<file path="config.mk">
export PLATFORM = sky130hd
export DESIGN_NAME = dm_port_arbiter
export DESIGN_NICKNAME = d
export VERILOG_FILES = /design/src/rtl/dm_arb_pkg.sv /design/src/rtl/dm_port_arbiter_lat_timer.sv /design/src/rtl/dm_port_arbiter.sv
export SDC_FILE = /design/constraint.sdc
export NUM_CORES = 1
export LEC_CHECK = 0
export CAP_MARGIN = 20
export CORE_AREA = 10 10 62 114
export CTS_CLUSTER_DIAMETER = 60
export DETAILED_ROUTE_END_ITERATION = 10
export DIE_AREA = 0 0 72 124
export PLACE_DENSITY = 0.73
export SKIP_LAST_GASP = 1
export SYNTH_ARGS = -nofsm -noshare
export SYNTH_HDL_FRONTEND = slang
export SYNTH_HIERARCHICAL = 1
export SYNTH_SLANG_ARGS = --single-unit
</file>
<file path="constraint.sdc">
create_clock -name clk -period 4.04 [get_ports clk]
set_input_delay 0.808 -clock clk [delete_from_list [all_inputs] [get_ports clk]]
set_output_delay 0.808 -clock clk [all_outputs]
set_load 0.005 [all_outputs]
</file>
<file path="src/rtl/dm_arb_pkg.sv">
`default_nettype none
// +----------------------------------------------------------------------------+
// | Package    : dm_arb_pkg                                                    |
// | Description: Shared encodings and default widths for the data-memory port  |
// |              arbiter (FSM states, access owner).                           |
// | Revision   : 1.0 - initial release                                         |
// +----------------------------------------------------------------------------+
package dm_arb_pkg;

  localparam int DEF_AW         = 8;
  localparam int DEF_DW         = 8;
  localparam int DEF_MEM_LAT    = 1;
  localparam int DEF_STARVE_LIM = 4;

  // Access sequencing: pick owner, strobe memory, wait for data, acknowledge
  typedef enum logic [1:0] {
    IDLE  = 2'd0,
    ISSUE = 2'd1,
    WAIT  = 2'd2,
    RESP  = 2'd3
  } state_t;

  // Which requester owns the access currently in flight
  typedef enum logic {
    OWN_CPU = 1'b0,
    OWN_EXT = 1'b1
  } owner_t;

endpackage
`default_nettype wire

</file>
<file path="src/rtl/dm_port_arbiter_lat_timer.sv">
`default_nettype none
// +----------------------------------------------------------------------------+
// | Module     : lat_timer                                                     |
// | Description: Loadable down-counter with zero flag. Counts the remaining    |
// |              memory latency while the arbiter sits in WAIT.                |
// | Revision   : 1.0 - initial release                                         |
// +----------------------------------------------------------------------------+
module lat_timer #(
  parameter int W = 1
) (
  input  logic         clk,
  input  logic         rst,
  input  logic         load,
  input  logic [W-1:0] load_val,
  input  logic         dec,
  output logic         zero
);

  logic [W-1:0] cnt;

  // Load takes priority; decrement stops at zero so the counter never wraps
  always_ff @(posedge clk or posedge rst) begin
    if (rst) begin
      cnt <= '0;
    end else if (load) begin
      cnt <= load_val;
    end else if (dec && (cnt != '0)) begin
      cnt <= cnt - W'(1);
    end
  end

  assign zero = (cnt == '0);

endmodule
`default_nettype wire

</file>
<file path="src/rtl/dm_port_arbiter.sv">
`default_nettype none
// +----------------------------------------------------------------------------+
// | Module     : dm_port_arbiter                                               |
// | Description: Shares a single-port data memory between the CPU DM stage and |
// |              an external requester. One access at a time, CPU priority    |
// |              with bounded external starvation, CPU stalled until ack.     |
// | Revision   : 1.0 - initial release                                         |
// +----------------------------------------------------------------------------+
module dm_port_arbiter
  import dm_arb_pkg::*;
#(
  parameter int AW         = DEF_AW,
  parameter int DW         = DEF_DW,
  parameter int MEM_LAT    = DEF_MEM_LAT,
  parameter int STARVE_LIM = DEF_STARVE_LIM
) (
  input  logic          clk,
  input  logic          rst,
  // CPU DM stage
  input  logic          cpu_req,
  input  logic          cpu_we,
  input  logic [AW-1:0] cpu_addr,
  input  logic [DW-1:0] cpu_wdata,
  output logic [DW-1:0] cpu_rdata,
  output logic          cpu_ack,
  output logic          cpu_stall,
  // External requester (loader / DMA)
  input  logic          ext_req,
  input  logic          ext_we,
  input  logic [AW-1:0] ext_addr,
  input  logic [DW-1:0] ext_wdata,
  output logic [DW-1:0] ext_rdata,
  output logic          ext_ack,
  // Memory macro
  output logic          mem_en,
  output logic          mem_we,
  output logic [AW-1:0] mem_addr,
  output logic [DW-1:0] mem_wdata,
  input  logic [DW-1:0] mem_rdata
);

  localparam int          LW         = $clog2(MEM_LAT + 1);
  localparam int          SW         = $clog2(STARVE_LIM + 1);
  localparam logic [LW-1:0] LAT_LOAD   = LW'(MEM_LAT - 1);
  localparam logic [SW-1:0] STARVE_MAX = SW'(STARVE_LIM);

  state_t        state;
  owner_t        owner;
  logic          we_q;
  logic [SW-1:0] starve_cnt;
  logic          lat_zero;

  logic          grant_any;
  logic          grant_ext;
  logic          sel_we;
  logic [AW-1:0] sel_addr;
  logic [DW-1:0] sel_wdata;

  // Arbitration: CPU wins unless ext has waited through STARVE_LIM CPU grants
  always_comb begin
    grant_any = cpu_req | ext_req;
    grant_ext = ext_req & (~cpu_req | (starve_cnt == STARVE_MAX));
    sel_we    = grant_ext ? ext_we    : cpu_we;
    sel_addr  = grant_ext ? ext_addr  : cpu_addr;
    sel_wdata = grant_ext ? ext_wdata : cpu_wdata;
  end

  // The pipeline must freeze until its own access is acknowledged
  assign cpu_stall = cpu_req & ~cpu_ack;

  lat_timer #(
    .W (LW)
  ) u_lat_timer (
    .clk      (clk),
    .rst      (rst),
    .load     (state == ISSUE),
    .load_val (LAT_LOAD),
    .dec      (state == WAIT),
    .zero     (lat_zero)
  );

  // Access sequencer with registered memory strobes, rdata capture and acks
  always_ff @(posedge clk or posedge rst) begin
    if (rst) begin
      state      <= IDLE;
      owner      <= OWN_CPU;
      we_q       <= 1'b0;
      starve_cnt <= '0;
      mem_en     <= 1'b0;
      mem_we     <= 1'b0;
      mem_addr   <= '0;
      mem_wdata  <= '0;
      cpu_rdata  <= '0;
      ext_rdata  <= '0;
      cpu_ack    <= 1'b0;
      ext_ack    <= 1'b0;
    end else begin
      case (state)
        IDLE: begin
          // Starvation only accumulates while ext is actually waiting
          if (!ext_req || grant_ext) begin
            starve_cnt <= '0;
          end else if (starve_cnt != STARVE_MAX) begin
            starve_cnt <= starve_cnt + SW'(1);
          end
          if (grant_any) begin
            owner     <= grant_ext ? OWN_EXT : OWN_CPU;
            we_q      <= sel_we;
            mem_addr  <= sel_addr;
            mem_wdata <= sel_wdata;
            mem_en    <= 1'b1;
            mem_we    <= sel_we;
            state     <= ISSUE;
          end
        end
        ISSUE: begin
          mem_en <= 1'b0;
          mem_we <= 1'b0;
          state  <= WAIT;
        end
        WAIT: begin
          if (lat_zero) begin
            // Stores leave the owner's read-data register untouched
            if (!we_q) begin
              if (owner == OWN_EXT) ext_rdata <= mem_rdata;
              else                  cpu_rdata <= mem_rdata;
            end
            if (owner == OWN_EXT) ext_ack <= 1'b1;
            else                  cpu_ack <= 1'b1;
            state <= RESP;
          end
        end
        RESP: begin
          cpu_ack <= 1'b0;
          ext_ack <= 1'b0;
          state   <= IDLE;
        end
        default: begin
          state <= IDLE;
        end
      endcase
    end
  end

endmodule
`default_nettype wire

</file>
==> flow_summary.json <==
{
  "status": "finished, final reports clean",
  "track_usage_pct": 12.7,
  "clock_latency_ns": 0.29,
  "nets": 329,
  "grt-ovfl-total": 0,
  "drt-vias-per-instance": 5.26,
  "post_cts_buffers": 0,
  "vias": 1769,
  "avgSynthCellArea_um2": 10.6,
  "cp_max_fo": 8,
  "crit_slowest_cell": "clkdlybuf4s50_1",
  "dieHeight_um": 124,
  "cts_resized": 0,
  "arrival_ns": 2.04,
  "syn_nets": 249,
  "grt_pass1_wl_um": 9200,
  "ctsRootBufferMaster": "clkbuf_8",
  "cp_cell_sequence": "clkdlybuf4s50_1 -> nor2b_1 -> clkdlybuf4s50_1",
  "drtAntennaViolNets": 0,
  "end_kind": "primary output",
  "hold_viol_final": 0,
  "holdBufCountCts": 0,
  "critPathRequiredTime_ns": 3.23,
  "p_total_mw": 2.05,
  "synth.most_common_cell": "dfrtp_1",
  "drv_cap": 0,
  "worst-path-buf-inv": 2,
  "timing.final.crit_period_ns": 2.85,
  "cts_tree": "yes",
  "synth_area_leaders": "dfrtp_1 53%, mux2_2 10%, a31oi_1 5.1%, o21ai_0 4.8%, nand3_1 4.3%",
  "peakVddDrop_mv": 0.405,
  "core.rowCount": 37,
  "firstDrtPassIters": 4,
  "wl_um": 5690,
  "synth_edf_count": 0,
  "antenna_found_initial": 0,
  "async_reset_ff_share_pct": 100,
  "slew_violations": 0,
  "syn-cell-area_um2": 2090,
  "finalSetupViolCount": 0,
  "clockBufferDepth": 2,
  "drive_above_1_share_pct": 12.9,
  "die_area_um2": 8930,
  "yosysTopAreaCellShare_pct": 52.7,
  "io_pins": 83,
  "ys_seq_area_share_pct": 52.7,
  "core_area_um2": 5180,
  "clock.fmax_mhz": 351,
  "hp-class": "register to register",
  "cts_buffers": 5,
  "skew_ns": 0.00704,
  "grt_pass1_vias": 1882,
  "die_x_um": 72,
  "crit_top_cell": "clkdlybuf4s50_1",
  "io_buffers": 82,
  "drcViolationCount": 0,
  "crit_path_start_kind": "input pin",
  "initial_core_util_pct": 40.3,
  "p_leak_nw": 1.23,
  "drt_iter0_drc": 57,
  "cts_max_level": 2,
  "ys_seq_elements": 44,
  "n_antenna_cell": 0,
  "syn_to_final_growth_pct": 45.7,
  "clk_pin_slew_ns": 0.08,
  "hpwl_um": 4380,
  "finalCritPeriodShare_pct": 70.6,
  "power_density_nw_per_um2": 673,
  "synth_ff_type": "dfrtp_1",
  "wl_per_cell_um": 16.9,
  "postSynthCellCount": 197,
  "yosysTopAreaCell": "dfrtp_1",
  "rsz0062_at_grt": "no",
  "grt_max_degree": 40,
  "slowest_delay_ns": 0.57,
  "gp_congestion": 0.766,
  "tns_ns": 0,
  "synth_top_cells_by_count": "44 x dfrtp_1, 20 x o21ai_0, 19 x mux2_2, 19 x nor2_1, 18 x nand3_1",
  "path_delay_family": "buffers and inverters",
  "yosysWarnings": 6,
  "ys_types": 36,
  "cts_num_sinks": 44,
  "crit_type": "input pin to primary output",
  "fillers": 471
}
==> final cells by class <==
type	count	area (µm²)	share of cell area [%]
Clock inverter	1	7.51	0.246
Sequential cell	44	1100	36.1
Timing Repair Buffer	86	851	27.9
Tap cell	58	72.6	2.38
Clock buffer	7	86.3	2.83
Multi-Input combinational cell	130	891	29.2
Inverter	10	37.5	1.23
==> final timing paths <==
| kind | startpoint | to | slack, ns | depth (start not counted) |
|---|---|---|---|---|
| worst min register to register | ext_rdata[2]$_DFFE_PP0P_ | ext_rdata[2]$_DFFE_PP0P_ | 0.51 | 1 |
| worst min-delay path | ext_rdata[2]$_DFFE_PP0P_ | ext_rdata[2]$_DFFE_PP0P_ | 0.51 | 1 |
| worst max-delay path | cpu_req | cpu_stall | 1.19 | 3 |
| worst max register to register | state[0]$_DFFE_PP0P_ | cpu_rdata[5]$_DFFE_PP0P_ | 2.25 | 4 |
| max in group asynchronous | rst | mem_addr[2]$_DFFE_PP0P_ | 2.61 | 3 |
| min in group asynchronous | rst | u_lat_timer/cnt$_DFFE_PP0P_ | 0.68 | 2 |
==> where the power goes <==
part | switching [mW] | leakage, nW | internal, mW
registers | 0.124 | 0.517 | 0.657
clock network | 0.150 | 0.0445 | 0.139
logic | 0.381 | 0.669 | 0.599
==> cells by family after synthesis <==
family / synth area share, %
multiplexers: 10.2
flip-flops: 52.7
adder cells (fa/ha/maj): 3.59
AO/OA/AOI/OAI: 15.7
other: 0.179
AND/OR/NAND/NOR: 12.9
buffers and inverters: 4.73
==> metrics by stage <==
stage	setup WS, ns	cell area [µm²]	cells	hold WS, ns	utilization [%]
after detailed placement	1.18	2950	328	0.492	56.9
after floorplan	2.23	2090	197	0.486	-
after global placement	1.19	2950	328	0.485	56.9
final	1.19	3050	336	0.508	58.8
after CTS	1.17	3050	336	0.512	58.8
after global routing	1.11	3050	336	0.521	58.8
==> routing by layer <==
metal / part of all wire (%) / global-route usage (%) / vias to the layer above
met1: 38 / 13.0 / 852
met4: 1.4 / 4.74 / 0
met5: 0 / 0 / -
met2: 54 / 22.8 / 53
met3: 6.6 / 4.70 / 6
li1: - / - / 858
==> placed cells by master (no fill, tap or decap) <==
cell and count:
nand3b_1 2, nand4b_1 1, conb_1 1, nor2b_1 3, buf_4 4, nand2_1 4
o22a_1 1, nand2b_1 1, nor2_1 19, o21a_1 1, nand4_1 2, clkinv_1 1
o31ai_2 1, o311ai_0 1, o21ai_0 20, a22o_1 3, clkbuf_8 6, o31ai_1 1
o22ai_1 1, inv_2 2, o21ai_1 1, a21oi_1 1, nor3b_4 1, nand3_1 18
o2bb2ai_1 1, clkbuf_1 1, inv_1 7, a31oi_1 17, ha_1 6, mux2_2 19
a21boi_1 1, dfrtp_1 44, clkdlybuf4s50_1 82, clkinvlp_4 1, nand2b_4 1, o211ai_1 1
a21bo_2 1
==> flip-flops by register name (all words and copies together) (netlist names) <==
signal           flops
cpu_rdata            8
owner                1
cpu_ack              1
mem_en               1
ext_ack              1
we_q                 1
mem_addr             8
starve_cnt           3
mem_wdata            8
ext_rdata            8
state                2
u_lat_timer/cnt      1
mem_we               1
Power figures use the tool's default switching activity.
